--- src/rtl/pwm_capture_if.sv ---
// PWM capture bundle: sample tick and line in,
// measured duty/period with a publish strobe out.
interface pwm_capture_if #(
  parameter int FF_BITS  = 8,
  parameter int PER_BITS = 10
);
  logic                ce;
  logic                pwm_in;
  logic [FF_BITS-1:0]  fill_factor;
  logic [PER_BITS-1:0] period;
  logic                stuck;
  logic                valid;

  modport master (
    output ce, pwm_in,
    input  fill_factor, period, stuck, valid
  );

  modport slave (
    input  ce, pwm_in,
    output fill_factor, period, stuck, valid
  );
endinterface

--- src/rtl/pwm_capture.sv ---
// PWM decoder: measures active ticks and period between
// active edges on CE ticks; reports stuck lines on timeout.
module pwm_capture #(
  parameter bit ACT_STATE            = 1'b1,
  parameter int FILL_FACTOR_MAX      = 255,
  parameter int FILL_FACTOR_BITS_NUM = $clog2(FILL_FACTOR_MAX),
  parameter int PERIOD_MAX           = 1023,
  parameter int PERIOD_BITS_NUM      = $clog2(PERIOD_MAX + 1)
) (
  input logic           clk,
  input logic           clr,
  pwm_capture_if.slave  bus
);

  localparam int FB = FILL_FACTOR_BITS_NUM;
  localparam int PB = PERIOD_BITS_NUM;

  localparam logic [PB-1:0] PMAX = PB'(PERIOD_MAX);
  localparam logic [PB-1:0] CMAX = '1;
  localparam logic [PB-1:0] ONE  = PB'(1);
  localparam logic [FB-1:0] FMAX = FB'(FILL_FACTOR_MAX);

  typedef enum logic {
    IDLE,
    MEASURE
  } state_t;

  state_t        state;
  logic          sync1;
  logic          sync2;
  logic          prev;
  logic [PB-1:0] act_cnt;
  logic [PB-1:0] per_cnt;

  logic          a;
  logic          rise;
  logic          timeout;
  logic [PB-1:0] per_inc;
  logic [PB-1:0] act_inc;
  logic [FB-1:0] ff_sat;
  logic [FB-1:0] ff_stuck;

  // Sync FFs run every clk; only they move while CE is low.
  always_ff @(posedge clk) begin
    if (clr) begin
      sync1 <= ACT_STATE;
      sync2 <= ACT_STATE;
    end else begin
      sync1 <= bus.pwm_in;
      sync2 <= sync1;
    end
  end

  assign a    = ACT_STATE ? sync2 : ~sync2;
  assign rise = bus.ce & a & ~prev;

  assign per_inc = (per_cnt == CMAX) ?
                   per_cnt : per_cnt + ONE;
  assign act_inc = (a && act_cnt != CMAX) ?
                   act_cnt + ONE : act_cnt;

  assign timeout = (per_inc >= PMAX);

  assign ff_sat = (32'(act_cnt) > FILL_FACTOR_MAX) ?
                  FMAX : FB'(act_cnt);
  assign ff_stuck = a ? FMAX : '0;

  always_ff @(posedge clk) begin
    if (clr) begin
      state           <= IDLE;
      prev            <= 1'b1;
      act_cnt         <= '0;
      per_cnt         <= '0;
      bus.fill_factor <= '0;
      bus.period      <= '0;
      bus.stuck       <= 1'b0;
      bus.valid       <= 1'b0;
    end else begin
      bus.valid <= 1'b0;
      if (bus.ce) begin
        prev <= a;
        unique case (state)
          IDLE: begin
            if (rise) begin
              state   <= MEASURE;
              act_cnt <= ONE;
              per_cnt <= ONE;
            end else if (timeout) begin
              bus.fill_factor <= ff_stuck;
              bus.period      <= '0;
              bus.stuck       <= 1'b1;
              bus.valid       <= 1'b1;
              per_cnt         <= '0;
            end else begin
              per_cnt <= per_inc;
            end
          end
          MEASURE: begin
            // A rise on the timeout tick still closes the period.
            if (rise) begin
              bus.fill_factor <= ff_sat;
              bus.period      <= per_cnt;
              bus.stuck       <= 1'b0;
              bus.valid       <= 1'b1;
              act_cnt         <= ONE;
              per_cnt         <= ONE;
            end else if (timeout) begin
              bus.fill_factor <= ff_stuck;
              bus.period      <= '0;
              bus.stuck       <= 1'b1;
              bus.valid       <= 1'b1;
              state           <= IDLE;
              per_cnt         <= '0;
            end else begin
              per_cnt <= per_inc;
              act_cnt <= act_inc;
            end
          end
          default: state <= IDLE;
        endcase
      end
    end
  end

endmodule

--- src/flat_wrapper.sv ---
// flat-port wrapper written by rule: the top's interface ports become plain ports
module pwm_capture_flat 
#(
  parameter bit ACT_STATE            = 1'b1,
  parameter int FILL_FACTOR_MAX      = 255,
  parameter int FILL_FACTOR_BITS_NUM = $clog2(FILL_FACTOR_MAX),
  parameter int PERIOD_MAX           = 1023,
  parameter int PERIOD_BITS_NUM      = $clog2(PERIOD_MAX + 1)
)
  (clk, clr, bus_ce, bus_pwm_in, bus_fill_factor, bus_period, bus_stuck, bus_valid);
  pwm_capture_if #(.FF_BITS((8)), .PER_BITS((10))) bus_i ();
  input logic clk;
  input logic clr;
  input wire logic [$bits(bus_i.ce)-1:0] bus_ce;
  input wire logic [$bits(bus_i.pwm_in)-1:0] bus_pwm_in;
  output wire logic [$bits(bus_i.fill_factor)-1:0] bus_fill_factor;
  output wire logic [$bits(bus_i.period)-1:0] bus_period;
  output wire logic [$bits(bus_i.stuck)-1:0] bus_stuck;
  output wire logic [$bits(bus_i.valid)-1:0] bus_valid;
  assign bus_i.ce = bus_ce;
  assign bus_i.pwm_in = bus_pwm_in;
  assign bus_fill_factor = bus_i.fill_factor;
  assign bus_period = bus_i.period;
  assign bus_stuck = bus_i.stuck;
  assign bus_valid = bus_i.valid;
  pwm_capture #(.ACT_STATE(ACT_STATE), .FILL_FACTOR_MAX(FILL_FACTOR_MAX), .FILL_FACTOR_BITS_NUM(FILL_FACTOR_BITS_NUM), .PERIOD_MAX(PERIOD_MAX), .PERIOD_BITS_NUM(PERIOD_BITS_NUM)) u_core (.clk(clk), .clr(clr), .bus(bus_i));
endmodule
--- config.mk ---
export PLATFORM = sky130hd
export DESIGN_NAME = pwm_capture_flat
export DESIGN_NICKNAME = d
export VERILOG_FILES = /design/src/rtl/pwm_capture_if.sv /design/src/rtl/pwm_capture.sv /design/src/flat_wrapper.sv
export SDC_FILE = /design/constraint.sdc
export NUM_CORES = 1
export LEC_CHECK = 0
export CORE_UTILIZATION = 60
export CTS_CLUSTER_DIAMETER = 80
export DETAILED_ROUTE_END_ITERATION = 16
export PLACE_DENSITY_LB_ADDON = 0.05
export SLEW_MARGIN = 10
export SYNTH_ARGS = -nofsm -noshare
export SYNTH_HDL_FRONTEND = slang
export SYNTH_SLANG_ARGS = --single-unit
--- constraint.sdc ---
create_clock -name clk -period 3.6 [get_ports clk]
set_clock_uncertainty 0.05 [all_clocks]
set_input_delay 0.36 -clock clk [delete_from_list [all_inputs] [get_ports clk]]
set_output_delay 0.36 -clock clk [all_outputs]
set_load 0.05 [all_outputs]
==> impl_metrics.py <==
metrics = {
    "layout": {
        "fin_cells": 310,
        "postLayoutCellArea_sq_mm": 0.002502,
        "num-nets-final": 269,
        "antenna_cells": 0,
        "final_cell_utilization_of_the_core_pct": 73.26,
        "fillers": 278,
        "synthToLayoutAreaGrowth_pct": 14.03,
        "layout-drive-gt1-share_pct": 11.74,
    },
    "cts": {
        "cts.sinks": 44,
        "ctsRootBufferMaster": "clkbuf_4",
        "clk_transition_reported_paths_ns": 0.12,
        "hold_buffer_count_at_cts": 0,
        "cts.path.max_buffers": 2,
        "worstSkewPairLatency_ns": 0.34,
        "h-tree-depth": 2,
        "post_cts.resized_instances": 0,
        "numCtsBuffers": 5,
        "tritoncts": "yes",
        "post_cts.repair.setup_buffers": 0,
    },
    "detailed_routing": {
        "detail_route.vias_per_cell": 6.345,
        "routed_wire_length_per_instance_um": 15.93,
        "routed_wl_um": 4939,
        "detail_route.iter0.violations": 126,
        "drc": 0,
        "routed-via-count": 1967,
        "detail_route.first_pass.iterations": 5,
        "number_of_nets_still_failing_antenna_checks_after_routing": 0,
    },
    "global_route": {
        "grt_start_max_net_pins": 27,
        "globalRouteTotalUtil_pct": 27.92,
        "grt_pass1_wl_um": 8687,
        "number_of_antenna_violations_at_the_first_check_in_global_routing": 0,
        "first_global_vias": 1898,
        "overflow": 0,
    },
    "yosys": {
        "synth.net_count": 256,
        "synth_cell_type_count": 51,
        "synth-seq-area-share_pct": 40.14,
        "number_of_enable_flip_flop_cells_after_synthesis": 0,
        "postSynth.topFlopCell": "dfxtp_1",
        "asyncSetResetFlopFracSynth_pct": 0,
        "syn-cell-area_sq_mm": 0.002195,
        "synth.yosys.warnings": 0,
        "syn-instance-count": 250,
        "postSynthAreaPerCell_sq_um": 8.778,
        "synth-seq-cells": 44,
    },
    "place": {
        "gpl.final_weighted_congestion": 0.9640,
        "place_ws_ns": 0.7573,
        "placed_standard_cell_area_sq_mm": 0.002407,
        "buffer_ports.inserted": 23,
        "hpwlAfterDp_um": 3428,
        "placed_cells": 302,
    },
    "sta": {
        "final-max-slew-violation-count": 0,
        "finalHoldViolations": 0,
        "setup_viol_count_final": 0,
        "grt_setup_unrepaired": "false",
        "fin_ws_ns": 0.6684,
        "timing.slew.headroom_pct": 42.32,
        "fmaxAchievable_mhz": 341.1,
        "post-route-period-util_pct": 81.43,
        "worst_pin_slew_ns": 0.8600,
        "timing.final.crit_period_ns": 2.932,
        "tns_ns": 0,
        "finalHoldWorstSlack_ns": 0.3773,
    },
    "pwr": {
        "totalPowerFinal_mw": 0.8827,
        "maximum_vdd_drop_uv": 247.8,
        "total_leakage_power_nw": 0.8754,
        "power_per_cell_area_mw_per_mm2": 352.7,
    },
    "worst_setup_path": {
        "critical_path_class": "register to register",
        "critPathLaunchType": "register",
        "arrival_ns": 3.12,
        "r2r_cells": 7,
        "end_kind": "register",
        "worstPathMaxFanout": 13,
        "timing.critical_path.required_ns": 3.79,
    },
    "floorplanning": {
        "top_level_ports": 24,
        "die_x_um": 62.48,
        "num_rows": 21,
        "initial_core_utilization_pct": 64.25,
        "die_span_in_y_um": 62.48,
        "core_sq_mm": 0.003416,
        "design.die.area_sq_mm": 0.003904,
    },
    "flow_run": {
        "cap_viol_max_count": 0,
    },
    "hold_path": {
        "hold_depth": 1,
        "hold_path_class": "register to register",
    },
    "run_status": {
        "status": "completed",
    },
}
==> report_power, final <==
part	total [mW]	switching, mW	internal (mW)
Sequential	0.500	0.00806	0.492
Combinational	0.0478	0.0297	0.0181
Clock	0.334	0.150	0.184
==> metal layers <==
layer,vias to the layer above,routed length (um),GRT usage [%]
met5,-,0,0
met4,0,57,10.76
met3,4,247,5.109
met2,71,2502,50.68
met1,925,2131,32.11
li1,967,-,-
==> critical path, cell delays in order (launching register included) <==
cell	delay, ns
dfxtp_1	0.39
ha_1	0.28
and2_2	0.24
nor4b_1	0.34
o21ai_1	0.21
o31ai_2	0.73
or3b_1	0.44
o32ai_2	0.14
==> worst paths after layout <==
kind | start | to | slack (ns)
worst max-delay path | u_core.per_cnt[0] | u_core.act_cnt[3] | 0.67
worst min-delay path | u_core.sync1 | u_core.a | 0.38
worst max register to register | u_core.per_cnt[0] | u_core.act_cnt[3] | 0.67
worst min register to register | u_core.sync1 | u_core.a | 0.38
==> synthesized netlist by cell type, drive strengths merged, types with 6 or more instances <==
library cell	n	area, sq um
dfxtp	44	880.8
nand3	22	115.1
nand2	21	78.83
nor2	19	73.82
a21oi	14	70.07
buf	11	67.56
clkbuf	10	37.54
o21ai	10	61.31
a2bb2oi	9	78.83
o221a	8	90.09
and2	7	45.05
a211oi	6	45.04
and3	6	37.54
o31ai	6	65.06
==> final cells by class <==
| class | instances | area, sq um | area share [%] |
|---|---|---|---|
| clock inverters | 1 | 30.03 | 1.200 |
| well taps | 46 | 57.56 | 2.300 |
| repair buffers | 27 | 260.3 | 10.40 |
| flip-flops and latches | 44 | 880.8 | 35.20 |
| multi-input cells | 180 | 1190 | 47.55 |
| inverters | 5 | 18.77 | 0.7500 |
| clock buffers | 7 | 65.06 | 2.600 |
==> flip-flops by register name, summed over array words and instances, names as in the netlist <==
name and flops:
u_core.act_cnt 10, u_core.bus.period 10, u_core.per_cnt 10, u_core.bus.fill_factor 8
u_core.a 1, u_core.bus.stuck 1, u_core.bus.valid 1, u_core.prev 1
u_core.state 1, u_core.sync1 1
==> cells by family after synthesis <==
| logic type | after synthesis | synth area share (%) |
|---|---|---|
| and+or+nand+nor | 100 | 24.00 |
| buffers and inverters | 26 | 5.644 |
| AOI/OAI and AO/OA | 77 | 28.68 |
| xor gates and xnor gates | 1 | 0.3992 |
| adders and majority gates | 2 | 1.140 |
| DFF | 44 | 40.14 |
==> cell usage in the layout, fill, tap and decap left out, types with 2 or more instances in the layout <==
master,instances
nor2_1,18
a211oi_1,6
dfxtp_1,44
o221a_1,8
o211ai_1,5
a21oi_1,14
o31ai_1,2
nand4b_1,2
nor4_1,2
and2_1,6
buf_4,4
inv_1,5
a2bb2oi_1,9
a41oi_1,5
nor2b_1,3
a31oi_1,5
clkbuf_4,5
clkdlybuf4s50_1,23
nand3_1,21
ha_1,2
o32ai_2,2
or2_2,4
nand2_1,21
nor3_1,5
clkbuf_8,2
and3_1,6
o31ai_2,4
o21ai_0,8
Power figures use the tool's default switching activity.
